### src/rtl/serial_full_adder.sv
// -----------------------------------------------------------------------------
// serial_full_adder
//
// Bit-serial WIDTH-bit adder. A single full-adder cell, built from two
// half-adder stages, is reused once per bit over WIDTH clock cycles. A carry
// flop links one bit to the next. A start/busy/done handshake frames each
// operation.
//
// Optional feature (compile-time macro SERIAL_FULL_ADDER_SUB_EN):
//    When the macro is defined, the design gains a 'sub' input that is captured
//    with the operands. With sub=1 the design computes in1 - in2. It does this
//    by inverting B on capture and forcing the initial carry to 1. A carry_out
//    of 1 then means that no borrow occurred.
//
// Parameters:
//    WIDTH      operand/result width, legal range 2..64 (default 4)
//    CNT_W      bit counter width, derived from WIDTH (not overridable)
//
// Ports:
//    clk        rising-edge clock
//    rst        asynchronous, active-high reset
//    start      request, sampled only in IDLE or DONE
//    in1        operand A, captured on the accepting edge
//    in2        operand B, captured on the accepting edge
//    carry_in   initial carry, captured on the accepting edge
//    sub        (SERIAL_FULL_ADDER_SUB_EN only) subtract select
//    busy       high while an operation is running
//    done       one-cycle completion pulse
//    sum        result register, updated only on completion
//    carry_out  final carry (bit WIDTH of the result)
// -----------------------------------------------------------------------------
module serial_full_adder #(
   parameter int WIDTH = 4
) (
   input  logic             clk,
   input  logic             rst,
   input  logic             start,
   input  logic [WIDTH-1:0] in1,
   input  logic [WIDTH-1:0] in2,
   input  logic             carry_in,
`ifdef SERIAL_FULL_ADDER_SUB_EN
   input  logic             sub,
`endif
   output logic             busy,
   output logic             done,
   output logic [WIDTH-1:0] sum,
   output logic             carry_out
);

   localparam int CNT_W = $clog2(WIDTH) + 1;
   localparam logic [CNT_W-1:0] LAST_CNT = CNT_W'(WIDTH - 1);

   typedef enum logic [1:0] {
      IDLE = 2'd0,
      RUN  = 2'd1,
      DONE = 2'd2
   } state_t;

   state_t state;
   state_t next_state;

   logic [WIDTH-1:0] a_reg;
   logic [WIDTH-1:0] b_reg;
   logic [WIDTH-1:0] sum_shift;
   logic [CNT_W-1:0] cnt;
   logic             carry_q;

   logic             accept;
   logic             last_bit;

   logic [WIDTH-1:0] b_init;
   logic             carry_init;

   logic             ha1_sum;
   logic             ha1_carry;
   logic             ha2_sum;
   logic             ha2_carry;
   logic             bit_carry;
   logic [WIDTH-1:0] next_shift;

   // The state register is the only place that reacts to reset for control.
   // Because busy/done are decoded from it, they drop immediately on reset.
   always_ff @(posedge clk or posedge rst) begin
      if (rst) begin
         state <= IDLE;
      end else begin
         state <= next_state;
      end
   end

   // Next-state and handshake decode. 'accept' marks an edge that captures
   // new operands, whether from IDLE or back-to-back from DONE. 'last_bit'
   // marks the edge that processes the final bit and publishes the result.
   // A start that arrives while in RUN is ignored on purpose.
   always_comb begin
      next_state = state;
      accept     = 1'b0;
      last_bit   = 1'b0;
      busy       = 1'b0;
      done       = 1'b0;
      case (state)
         IDLE: begin
            if (start) begin
               accept     = 1'b1;
               next_state = RUN;
            end
         end
         RUN: begin
            busy = 1'b1;
            if (cnt == LAST_CNT) begin
               last_bit   = 1'b1;
               next_state = DONE;
            end
         end
         DONE: begin
            done = 1'b1;
            if (start) begin
               accept     = 1'b1;
               next_state = RUN;
            end else begin
               next_state = IDLE;
            end
         end
         default: begin
            next_state = IDLE;
         end
      endcase
   end

   // Operand conditioning at capture time. Subtraction is done as
   // A + ~B + 1, so the adder datapath itself never changes.
   always_comb begin
      b_init     = in2;
      carry_init = carry_in;
`ifdef SERIAL_FULL_ADDER_SUB_EN
      if (sub) begin
         b_init     = ~in2;
         carry_init = 1'b1;
      end
`endif
   end

   // One full-adder cell built from two half adders. The first half adder
   // combines the operand LSBs. The second half adder folds in the carry
   // left over from the previous bit.
   always_comb begin
      ha1_sum    = a_reg[0] ^ b_reg[0];
      ha1_carry  = a_reg[0] & b_reg[0];
      ha2_sum    = ha1_sum ^ carry_q;
      ha2_carry  = ha1_sum & carry_q;
      bit_carry  = ha1_carry | ha2_carry;
      // Result bits enter at the MSB and move right. After WIDTH shifts, the
      // first bit computed sits at position 0.
      next_shift = {ha2_sum, {(WIDTH-1){1'b0}}} | (sum_shift >> 1);
   end

   // Serial datapath: operand shifters, carry flop, bit counter, and the
   // result register. sum/carry_out change only on completion, so a reader
   // sees a stable previous result for the whole of the next operation.
   always_ff @(posedge clk or posedge rst) begin
      if (rst) begin
         a_reg     <= '0;
         b_reg     <= '0;
         sum_shift <= '0;
         cnt       <= '0;
         carry_q   <= 1'b0;
         sum       <= '0;
         carry_out <= 1'b0;
      end else if (accept) begin
         a_reg     <= in1;
         b_reg     <= b_init;
         sum_shift <= '0;
         cnt       <= '0;
         carry_q   <= carry_init;
      end else if (state == RUN) begin
         a_reg     <= a_reg >> 1;
         b_reg     <= b_reg >> 1;
         sum_shift <= next_shift;
         carry_q   <= bit_carry;
         cnt       <= cnt + CNT_W'(1);
         if (last_bit) begin
            sum       <= next_shift;
            carry_out <= bit_carry;
         end
      end
   end

endmodule
### config.mk
export PLATFORM = sky130hd
export DESIGN_NAME = serial_full_adder
export DESIGN_NICKNAME = d
export VERILOG_FILES = /design/src/rtl/serial_full_adder.sv
export SDC_FILE = /design/constraint.sdc
export NUM_CORES = 1
export LEC_CHECK = 0
export ABC_AREA = 1
export CORE_ASPECT_RATIO = 1.4
export CORE_MARGIN = 2
export CORE_UTILIZATION = 40
export DETAILED_ROUTE_END_ITERATION = 8
export SKIP_CTS_REPAIR_TIMING = 1
export SYNTH_ARGS = -nofsm -noshare
export SYNTH_HDL_FRONTEND = slang
export SYNTH_SLANG_ARGS = --single-unit
### constraint.sdc
create_clock -name clk -period 2.6 [get_ports clk]
set_clock_uncertainty 0.2 [all_clocks]
set_input_delay 0.52 -clock clk [delete_from_list [all_inputs] [get_ports clk]]
set_output_delay 0.52 -clock clk [all_outputs]
set_load 0.02 [all_outputs]
==> metrics <==
run status=complete, no violations; number of buffer and inverter instances along the worst setup path=2; Port Buffer Count=18; peak per-stage delay on the critical path=0.61 ns; core region area=2620 µm²; minimum period implied by the final worst setup slack=2.39 ns; total congestion overflow=0; area of the mapped netlist=1090 µm²; transition at the pin with the smallest max-transition slack=0.415 ns; type of the worst setup path=flip-flop to primary output; total clock sinks=22; DRC violation count after routing=0; areal power density over the cells=1130 nW/µm²; LEAKAGE=0.679 nW; most common library cells after synthesis=nand2_1 (43), nand3_1 (29), dfrtp_1 (22), inv_1 (11), buf_6 (3); fraction of the yosys area taken by sequential cells=50.3%; number of warnings printed during yosys synthesis=0; highest clock rate=418 MHz; I/O pin cnt=19; count of nets left with antenna violations after detail routing=0; share of cells above drive strength 1=8.45%; number of max-cap violations=0; Initial Utilization=41.9%; synthesized area divided by synthesized cell count=8.90 µm²; Num CTS Buffers=3; total half-perimeter wirelength after legalization and detailed placement=1.49 mm; Synth area leaders=dfrtp_1 (50%), nand2_1 (15%), nand3_1 (13%); P&R area growth vs syn=20.5%; drt wl/cell=11.6 µm; GP Congestion=0.754; cell family contributing the most delay on the critical path=buffers and inverters; Worst EP arrival=1.67 ns; kind of path behind the tightest hold check=flip-flop to flip-flop; CTS clock-pin slew for the worst setup and hold paths=0.12 ns; global-route wire length before repair=3.62 mm; worst skew pair latency=0.30 ns; register area=551 µm²; vertical extent of the die=65.9 µm; top fanout value on the critical path=9; Starting DRT DRC Count=21; R2R Setup Slk=1.16 ns; Setup violations, final=0; number of antenna violations at the first check in global routing=0; via density per instance=4.66; H-tree depth reported by CTS=1; Clock Root Buffer=clkbuf_4; pin count of the biggest net entering global routing=23; required time reported for the critical path endpoint=1.88 ns; DIE AREA=3180 µm²; number of max-slew violations in the final report=0; area share of the largest cell type after synthesis=50.3%; filler cell count=261; first-pass iteration count of the detailed router=4; Final #Nets=159; area occupied by multi-input gates=447 µm²; clock tree from TritonCTS=done; Fin Setup TNS=0 ns; number of antenna cells inserted=0; Synth Instances=123; VDD IR-drop max=570 µV; Final Hold Vio Count=0; global-route usage over all layers=15.9%; share of synthesized flip-flops with an asynchronous set or reset=100%; number of synthesized register bits=22; crit path setup slack, layout=0.206 ns; series of cell instances along the critical path=buf_4 -> nor2_1 -> clkdlybuf4s50_1; Post-synth EDFFs=0; final worst path period share=92.1%; routed wire length=2.07 mm; site row count=22; max_slew headroom=72.2%; via count=829; total nets after synthesis=138; die width=48.2 µm; Slowest cell on crit path=clkdlybuf4s50_1; setup repair after global routing missed its margin=no; most common cell in the synthesized netlist=nand2_1; dominant synthesized flop cell=dfrtp_1; count of different cell masters after synthesis=16; via count of the first global-routing pass=839; dominant cell type by area after synthesis=dfrtp_1; element type at the critical path end=primary output; critical path launch point type=flip-flop; minimum setup slack after placement=0.546 ns; buffer levels on the longest clock path=2
-- report_power, final --
part           switching [mW]  leakage, nW  internal, mW  total (mW)
clock network          0.0977       0.0138        0.0540       0.152
logic                   0.440        0.385         0.302       0.742
registers               0.101        0.279         0.492       0.592
total                   0.638        0.679         0.847        1.49
-- worst min-delay path, delay by kind of cell (launching register included) --
family	cells	cell delay, ns
flip-flops	1	0.36
AND/OR/NAND/NOR	2	0.10
-- layout by cell type, fill, tap and decap left out, types with 2 or more instances in the layout --
cell             count
or2_1                2
nand3_1             29
dfrtp_1             22
inv_1               11
nand2_1             43
buf_4                2
clkbuf_4             3
nor2_4               2
clkdlybuf4s50_1     18
ha_1                 2
nand2_8              2
-- path summary, 6_finish.rpt --
kind,from,end,depth (start not counted)
min in group asynchronous,rst,carry_q,3
max,state[0],done,3
min reg2reg,carry_out,carry_out,2
max in group asynchronous,rst,sum[0],3
max reg2reg,cnt[0],sum[1],6
min,carry_out,carry_out,2
-- through the flow --
stage | std cells | instance area (µm²) | hold WS, ns | util [%] | power [mW]
global placement | 175 | 1300 | 0.261 | 49.6 | 1.34
detailed placement | 175 | 1300 | 0.264 | 49.6 | 1.36
floorplan | 123 | 1090 | 0.243 | - | 1.15
CTS | 178 | 1320 | 0.294 | 50.4 | 1.51
finish | 178 | 1320 | 0.290 | 50.4 | 1.49
global route | 178 | 1320 | 0.313 | 50.4 | 1.62
-- area by class of cell --
cell class / instances / share of cell area [%]
Tap cell: 36 / 3.42
Sequential cell: 22 / 41.7
Timing Repair Buffer: 20 / 14.8
Clock buffer: 3 / 1.71
Multi-Input combinational cell: 84 / 33.9
Inverter: 13 / 4.46
-- logic make-up after synthesis --
family,synth area share [%]
flops,50.3
simple gates,36.2
buf+inv,8.91
fa+ha+maj,4.11
compound gates,0.457
-- layer usage --
layer | part of all wire, % | global-route usage (%)
met5 | 0 | 0
met4 | 1.5 | 6.08
met3 | 3.7 | 3.28
met2 | 51 | 25.2
met1 | 44 | 20.5
Power figures use the tool's default switching activity.
